`src/rtl/counter_seq_pkg.sv`:
```
// Shared types and constants for the counter sequence controller.
// Holds the FSM state encoding and the default counter width.
package counter_seq_pkg;

  localparam int W_DEFAULT = 4;

  typedef enum logic [1:0] {
    S_IDLE = 2'd0,
    S_RUN  = 2'd1,
    S_HOLD = 2'd2,
    S_DONE = 2'd3
  } state_e;

endpackage

```
`src/rtl/counter_4bit_ce.sv`:
```
// Datapath counter with a synchronous clear and a count enable.
// The clear input takes priority over the enable input.
module counter_4bit_ce #(
  parameter int W = 4
) (
  input  logic         clk,
  input  logic         reset_n,
  input  logic         clear,
  input  logic         enable,
  output logic [W-1:0] count
);

  logic [W-1:0] count_q;
  logic [W-1:0] count_d;

  always_comb begin
    count_d = count_q;
    if (clear) begin
      count_d = '0;
    end else if (enable) begin
      count_d = count_q + 1'b1;
    end
  end

  always_ff @(posedge clk) begin
    if (!reset_n) begin
      count_q <= '0;
    end else begin
      count_q <= count_d;
    end
  end

  assign count = count_q;

endmodule

```
`src/rtl/counter_seq_ctrl.sv`:
```
// Sequencer running a counter for (repeat_cnt+1) passes of 0..terminal.
// Supports pause, abort and a one-cycle done pulse.
module counter_seq_ctrl
  import counter_seq_pkg::*;
#(
  parameter int W = W_DEFAULT
) (
  input  logic         clk,
  input  logic         reset_n,
  input  logic         start,
  input  logic         stop,
  input  logic         pause,
  input  logic [W-1:0] terminal,
  // "repeat" is a reserved word, so the pass-count input carries a suffix.
  input  logic [W-1:0] repeat_cnt,
  output logic [W-1:0] count,
  output logic [W-1:0] pass_cnt,
  output logic         busy,
  output logic         done,
  output logic [1:0]   state
);

  state_e       state_q, state_d;
  logic [W-1:0] pass_q, pass_d;
  logic [W-1:0] term_q, term_d;
  logic [W-1:0] rep_q, rep_d;
  logic         busy_q, busy_d;
  logic         done_q, done_d;
  logic         cnt_clear;
  logic         cnt_enable;
  logic [W-1:0] cnt;

  counter_4bit_ce #(.W(W)) u_counter (
    .clk     (clk),
    .reset_n (reset_n),
    .clear   (cnt_clear),
    .enable  (cnt_enable),
    .count   (cnt)
  );

  // Handshake: start is a request sampled only in IDLE; stop wins over start,
  // pause and counting in every state except DONE, which always returns to IDLE.
  always_comb begin
    state_d    = state_q;
    pass_d     = pass_q;
    term_d     = term_q;
    rep_d      = rep_q;
    cnt_clear  = 1'b0;
    cnt_enable = 1'b0;
    case (state_q)
      S_IDLE: begin
        cnt_clear = 1'b1;
        pass_d    = '0;
        if (start && !stop) begin
          term_d  = terminal;
          rep_d   = repeat_cnt;
          state_d = S_RUN;
        end
      end
      S_RUN: begin
        if (stop) begin
          cnt_clear = 1'b1;
          pass_d    = '0;
          state_d   = S_IDLE;
        end else if (pause) begin
          state_d = S_HOLD;
        end else if (cnt != term_q) begin
          cnt_enable = 1'b1;
        end else if (pass_q != rep_q) begin
          cnt_clear = 1'b1;
          pass_d    = pass_q + 1'b1;
        end else begin
          state_d = S_DONE;
        end
      end
      S_HOLD: begin
        if (stop) begin
          cnt_clear = 1'b1;
          pass_d    = '0;
          state_d   = S_IDLE;
        end else if (!pause) begin
          state_d = S_RUN;
        end
      end
      S_DONE: begin
        // Count still shows term_q this cycle; it clears on the way to IDLE.
        cnt_clear = 1'b1;
        pass_d    = '0;
        state_d   = S_IDLE;
      end
      default: begin
        cnt_clear = 1'b1;
        pass_d    = '0;
        state_d   = S_IDLE;
      end
    endcase
    busy_d = (state_d == S_RUN) || (state_d == S_HOLD);
    done_d = (state_d == S_DONE);
  end

  always_ff @(posedge clk) begin
    if (!reset_n) begin
      state_q <= S_IDLE;
      pass_q  <= '0;
      term_q  <= '0;
      rep_q   <= '0;
      busy_q  <= 1'b0;
      done_q  <= 1'b0;
    end else begin
      state_q <= state_d;
      pass_q  <= pass_d;
      term_q  <= term_d;
      rep_q   <= rep_d;
      busy_q  <= busy_d;
      done_q  <= done_d;
    end
  end

  assign count    = cnt;
  assign pass_cnt = pass_q;
  assign busy     = busy_q;
  assign done     = done_q;
  assign state    = state_q;

endmodule
```
`config.mk`:
```
export PLATFORM = sky130hd
export DESIGN_NAME = counter_seq_ctrl
export DESIGN_NICKNAME = d
export VERILOG_FILES = /design/src/rtl/counter_seq_pkg.sv /design/src/rtl/counter_4bit_ce.sv /design/src/rtl/counter_seq_ctrl.sv
export SDC_FILE = /design/constraint.sdc
export NUM_CORES = 1
export LEC_CHECK = 0
export BUFFER_PORTS_ARGS = -buffer_cell sky130_fd_sc_hd__buf_2
export CORE_MARGIN = 1
export CORE_UTILIZATION = 39
export CTS_CLUSTER_DIAMETER = 80
export DETAILED_ROUTE_END_ITERATION = 10
export GPL_TIMING_DRIVEN = 0
export PLACE_DENSITY_LB_ADDON = 0.15
export SLEW_MARGIN = 20
export SYNTH_ARGS = -nofsm -noshare
export SYNTH_HDL_FRONTEND = slang
export SYNTH_SLANG_ARGS = --single-unit
```
`constraint.sdc`:
```
create_clock -name clk -period 1.7 [get_ports clk]
set_clock_uncertainty 0.05 [all_clocks]
set_input_delay 0.255 -clock clk [delete_from_list [all_inputs] [get_ports clk]]
set_output_delay 0.255 -clock clk [all_outputs]
set_load 0.03 [all_outputs]
```
== After elaboration in Yosys (flattened, before gate mapping) ==
Index checks and enable logic that the tools add are counted.

* Add/sub/neg operators: 2
* Equal/unequal tests: 12
* Multiplexer cells: 24
* Bitwise operators: 1
* Reductions and logical operators: 8

{| class="wikitable"
|+ Operators by type and width
! cell !! count
|-
| two-way mux 4 bit || 5
|-
| two-way mux 2 bit || 7
|-
| one-hot mux 4 bit (3 select lines) || 1
|-
| two-way mux 1 bit || 9
|-
| inequality test 3 bit (second input constant) || 3
|-
| adder 4 x 1 -> 4 bit (second input constant) || 2
|-
| equality test 2 bit (second input constant) || 4
|-
| inequality test 4 bit || 2
|-
| one-hot mux 2 bit (4 select lines) || 1
|-
| equality test 2 x 1 -> 1 bit (second input constant) || 2
|-
| AND reduction 4 bit || 1
|-
| OR reduction 2 bit || 2
|-
| one-hot mux 1 bit (3 select lines) || 1
|-
| logical NOT 2 bit || 1
|-
| inequality test 2 bit (second input constant) || 1
|-
| AND reduction 2 bit || 1
|-
| logical AND 1 bit || 1
|-
| logical NOT 1 bit || 1
|-
| logical OR 1 bit || 1
|-
| NOT 1 bit || 1
|}

* Flip-flop bits (word level): 20
* Input port bits: 13
* Output and inout port bits: 12
* Word-level logic and storage cells: 54

== Longest topological paths before layout ==
* Depth after elaboration: 8
* Depth in mapped cells: 8
* Depth with buffers taken out: 8

== Cells and area by module ==
From an unflattened synthesis, not the netlist that was laid out.

* Cell total of the unflattened synthesis: 115
* Area total of the unflattened synthesis: 1097.3 sq um

{| class="wikitable"
|+ Modules (own cells, without submodules)
! module !! instances !! cells an instance !! area an instance (sq um) !! sequential area each (sq um)
|-
| counter_seq_ctrl || 1 || 98 || 915.9 || 320.3
|-
| counter_4bit_ce || 1 || 17 || 181.4 || 80.1
|}

== Least setup slack after synthesis ==
No wires, ideal clock.

* Path type: reg2reg
* From: reg state_q[0], in the netlist state[0]
* To: reg busy_q, in the netlist busy
* Library setup time: 0.115 ns
* Data arrival time: 1.904 ns
* Required time: 1.535 ns
* Setup slack: -0.369 ns
* Stages on the path, launching flop included: 8
* Path buffers: 0
* Clock period less this slack: 2.069 ns
* Path through: dfxtp_1 > inv_1 > ha_1 > nor2b_1 > o32ai_1 > a31oi_1 > ha_1 > and2_1

* Word-level cells in the longest chain between the ends: 7
* Elaborated cells on any way between the ends: 15
* Those cells by class: eq/ne (5); mux (8); reduce/logical (2)

{| class="wikitable"
|+ Ends and longest elaborated chain
! what !! line !! text
|-
| start, declared || counter_seq_ctrl.sv:23 || <nowiki>state_e state_q, state_d;</nowiki>
|-
| start signal, assigned || counter_seq_ctrl.sv:110 || <nowiki>state_q <= state_d;</nowiki>
|-
| two-way mux 2 bit || counter_seq_ctrl.sv:69 || <nowiki>end else if (pass_q != rep_q) begin</nowiki>
|-
| two-way mux 2 bit || counter_seq_ctrl.sv:67 || <nowiki>end else if (cnt != term_q) begin</nowiki>
|-
| two-way mux 2 bit || counter_seq_ctrl.sv:65 || <nowiki>end else if (pause) begin</nowiki>
|-
| two-way mux 2 bit || counter_seq_ctrl.sv:61 || <nowiki>if (stop) begin</nowiki>
|-
| one-hot mux 2 bit (4 select lines) * || counter_seq_ctrl.sv:50 || <nowiki>case (state_q)</nowiki>
|-
| named net state_d[0] || counter_seq_ctrl.sv:23 ||
|-
| equality test 2 x 1 -> 1 bit / equality test 2 bit (equally long branches) || counter_seq_ctrl.sv:97 || <nowiki>busy_d = (state_d == S_RUN) || (state_d == S_HOLD);</nowiki>
|-
| logical OR 1 bit * || counter_seq_ctrl.sv:97 ||
|-
| named net busy_d || counter_seq_ctrl.sv:27 || <nowiki>logic busy_q, busy_d;</nowiki>
|-
| end signal, assigned || counter_seq_ctrl.sv:114 || <nowiki>busy_q <= busy_d;</nowiki>
|-
| end, declared || counter_seq_ctrl.sv:27 ||
|}

Mark *: on every way through the listed nets, which the timed path passes. The rest lies on a longest branch.
A chain may end at the register's enable or synchronous reset.

== Final worst setup path ==
* From: reg state_q[1], in the netlist state[1]
* To: reg busy_q, in the netlist busy

* Word-level cells in the longest chain between the ends: 7
* Elaborated cells on any way between the ends: 15
* Those cells by class: eq/ne (5); mux (8); reduce/logical (2)

{| class="wikitable"
|+ Ends and longest elaborated chain
! what !! line
|-
| two-way mux 2 bit || counter_seq_ctrl.sv:69
|-
| two-way mux 2 bit || counter_seq_ctrl.sv:67
|-
| two-way mux 2 bit || counter_seq_ctrl.sv:65
|-
| two-way mux 2 bit || counter_seq_ctrl.sv:61
|-
| one-hot mux 2 bit (4 select lines) * || counter_seq_ctrl.sv:50
|-
| equality test 2 x 1 -> 1 bit / equality test 2 bit (equally long branches) || counter_seq_ctrl.sv:97
|-
| logical OR 1 bit * || counter_seq_ctrl.sv:97
|-
| named net busy_d || counter_seq_ctrl.sv:27
|}

Marks and branches as above.

==> results.cfg <==
[min_path]
hp-class = in -> reg

[layout]
area.growth.synth_to_final_pct = 38.8
nets = 170
layout-drive-gt1-share = 0.477
diodes = 0
instances_no_fill = 180
utilization = 0.571
n_fill_cell = 248
fin_area_um2 = 1560

[place]
placed_cell_area_um2 = 1340
gp_congestion = 0.720
dpl.hpwl_um = 1720
portBuffers = 23
placed_cells = 169

[clocking]
clock_sinks = 20
clockBufferDepth = 2
clkLatencyLatePin_ps = 310
root_buffer = clkbuf_4
cts_tree = done
htree_levels = 1
ctsHoldBuffers = 0
cts_made_buffers = 3
cts.clk_slew.worst_paths_ps = 120

[synthesis]
synth_cell_types = 32
async_reset_ff_frac = 0
synthFlopType = dfxtp_1
yosys-top-cells-count = dfxtp_1 (20), mux2i_1 (14), nor2_1 (12), xor2_1 (9)
synth_seq_cells = 20
synth_nets = 135
yosys.area.top_type = dfxtp_1
synth_area_leaders = dfxtp_1 (36%), mux2i_1 (12%), ha_1 (7.8%)
synth_edf_count = 0
syn_area_per_cell_um2 = 9.78
ys_warn_count = 0
yosysTopAreaCellShare = 0.356
ys_seq_area_frac = 0.356
synth_cells = 115
netlist_area_um2 = 1120
synth_most_common_cell = dfxtp_1

[power_and_ir_drop]
p_switching_mw = 0.361
internal_power_mw = 0.778
ir_worst_vdd_mv = 0.542
swShare = 0.317
comb_power_share = 0.302
share_seq_of_total_power = 0.442
cellLeakagePower_nw = 0.689
pwr-share-clk = 0.256
power-per-cell-area_nw_per_um2 = 729

[sta]
setup_ws_ps = -40.5
setup-tns-final_ps = -129
finalCritPeriodShare = 1.02
rsz0062_at_grt = true
setup_viol = 5
hold_viol = 0
max_freq_mhz = 575
tightest_slew_ps = 609
relSlewSlack = 0.590
slew_viol_final = 0
min_period_ps = 1740

[critical_path]
path_delay_family = compound AO/OA/AOI/OAI gates
cp_max_fo = 6
critical_path.max_stage_delay_ps = 420
crit_top_cell = a31oi_1
reg2reg_slack_ps = -40
arrival_ps = 1910
cp-start-kind = flip-flop
cp-end-kind = flip-flop
cp_num_buf_inv = 1
crit_chain = inv_4 -> ha_4 -> a31oi_1 -> nor3_1 -> a31oi_1 -> a21oi_2 -> ha_1 -> and2_1
critPathSlowestCell = dfxtp_4
required_ps = 1870
critical_path_class = reg -> reg

[global_routing]
track_usage = 0.167
grt_pass1_wl_um = 4040
antenna_found_initial = 0
grt_pass1_vias = 908
overflow = 0
grt_max_degree = 12

[die]
num_rows = 19
die_x_um = 55.7
die_h_um = 55.7
fp.coreArea_um2 = 2730
initial_core_util = 0.411
pin_count = 25
die_area_um2 = 3100

[routing]
num_vias = 959
drc = 0
drtIter0Drc = 15
drt-vias-per-instance = 5.33
routed_wl_um = 2610
firstDrtPassIters = 4
wl_per_cell_um = 14.5
ant_nets = 0

[run]
cap_viol_max_count = 0

[status]
status = complete, but fails checks
violations = negative setup slack
cells by family after synthesis:
logic type / count (synthesis) / share of synthesized area
and+or+nand+nor: 43 / 0.241
DFF: 20 / 0.356
AOI/OAI and AO/OA: 15 / 0.100
muxes: 14 / 0.125
xor gates and xnor gates: 9 / 0.0701
buffers and inverters: 7 / 0.0300
adders and majority gates: 7 / 0.0779
cell type report:
cell class                      instances  area (µm²)  share of cell area
Multi-Input combinational cell         88         851               0.545
Sequential cell                        20         428               0.274
Timing Repair Buffer                   31         175               0.112
Tap cell                               31        38.8              0.0248
Clock buffer                            4        36.3              0.0232
Inverter                                4        17.5              0.0112
Buffer                                  2        15.0             0.00962
cell usage in the layout (no fill, tap or decap), types with 2 or more instances in the layout:
cell type / n
a21oi_1: 2
a22oi_1: 2
a31oi_1: 2
and2_1: 2
buf_2: 23
buf_4: 8
clkbuf_4: 3
dfxtp_1: 8
dfxtp_2: 7
dfxtp_4: 5
ha_1: 4
ha_4: 3
inv_1: 2
mux2i_1: 13
nand2_1: 6
nand2b_1: 5
nand4b_1: 2
nor2_1: 12
nor3_1: 2
nor4_4: 3
o21ai_0: 2
or3_1: 2
xor2_1: 6
xor2_2: 3
through the flow:
step / total power, mW / setup slack [ps] / hold WS, ps
after floorplan: 0.689 / -142 / 327
after global placement: 0.737 / -252 / 420
after detailed placement: 0.745 / -257 / 418
after CTS: 1.05 / -99.2 / 123
after global routing: 1.19 / -178 / 99.2
final: 1.14 / -40.5 / 114
layer usage:
layer  routed length [µm]  GRT usage  vias up
li1                     -          -      476
met4                   48     0.0679        0
met1                 1190      0.226      454
met3                   83     0.0372        6
met2                 1290      0.256       23
met5                    0          0        -
worst register-to-register path: cells and delay by family, from the launching register on:
kind	cells	cell delay, ps
AOI/OAI and AO/OA	3	470
and+or+nand+nor	2	190
buffers and inverters	1	60
adders and majority gates	2	460
DFF	1	420
state kept, by name (all words and copies together), names as in the netlist:
signal and flops:
busy 1, done 1, pass_cnt 4, rep_q 4, state 2, term_q 4
u_counter.count 4
path summary, 6_finish.rpt:
path,start,to,cells after the start
setup / recovery,state[1],busy,8
hold / removal,terminal[0],term_q[0],3
setup reg to reg,state[1],busy,8
hold reg to reg,pass_cnt[3],pass_cnt[3],2
power by group through the flow:
stage	Combinational (mW)	Clock [mW]	Sequential, mW
after floorplan	0.161	0	0.528
after detailed placement	0.232	0	0.513
after global routing	0.368	0.315	0.506
final	0.344	0.292	0.503
after CTS	0.257	0.288	0.503
after global placement	0.225	0	0.512
what timing repair did:
| action | 4_1_cts | 5_1_grt |
|---|---|---|
| pin swaps | 2 | 8 |
| buffers inserted | 2 | 6 |
| endpoints found under the setup margin | 15 | 9 |
| gates resized for setup | 8 | 17 |
(Power assumes the default switching activity.)
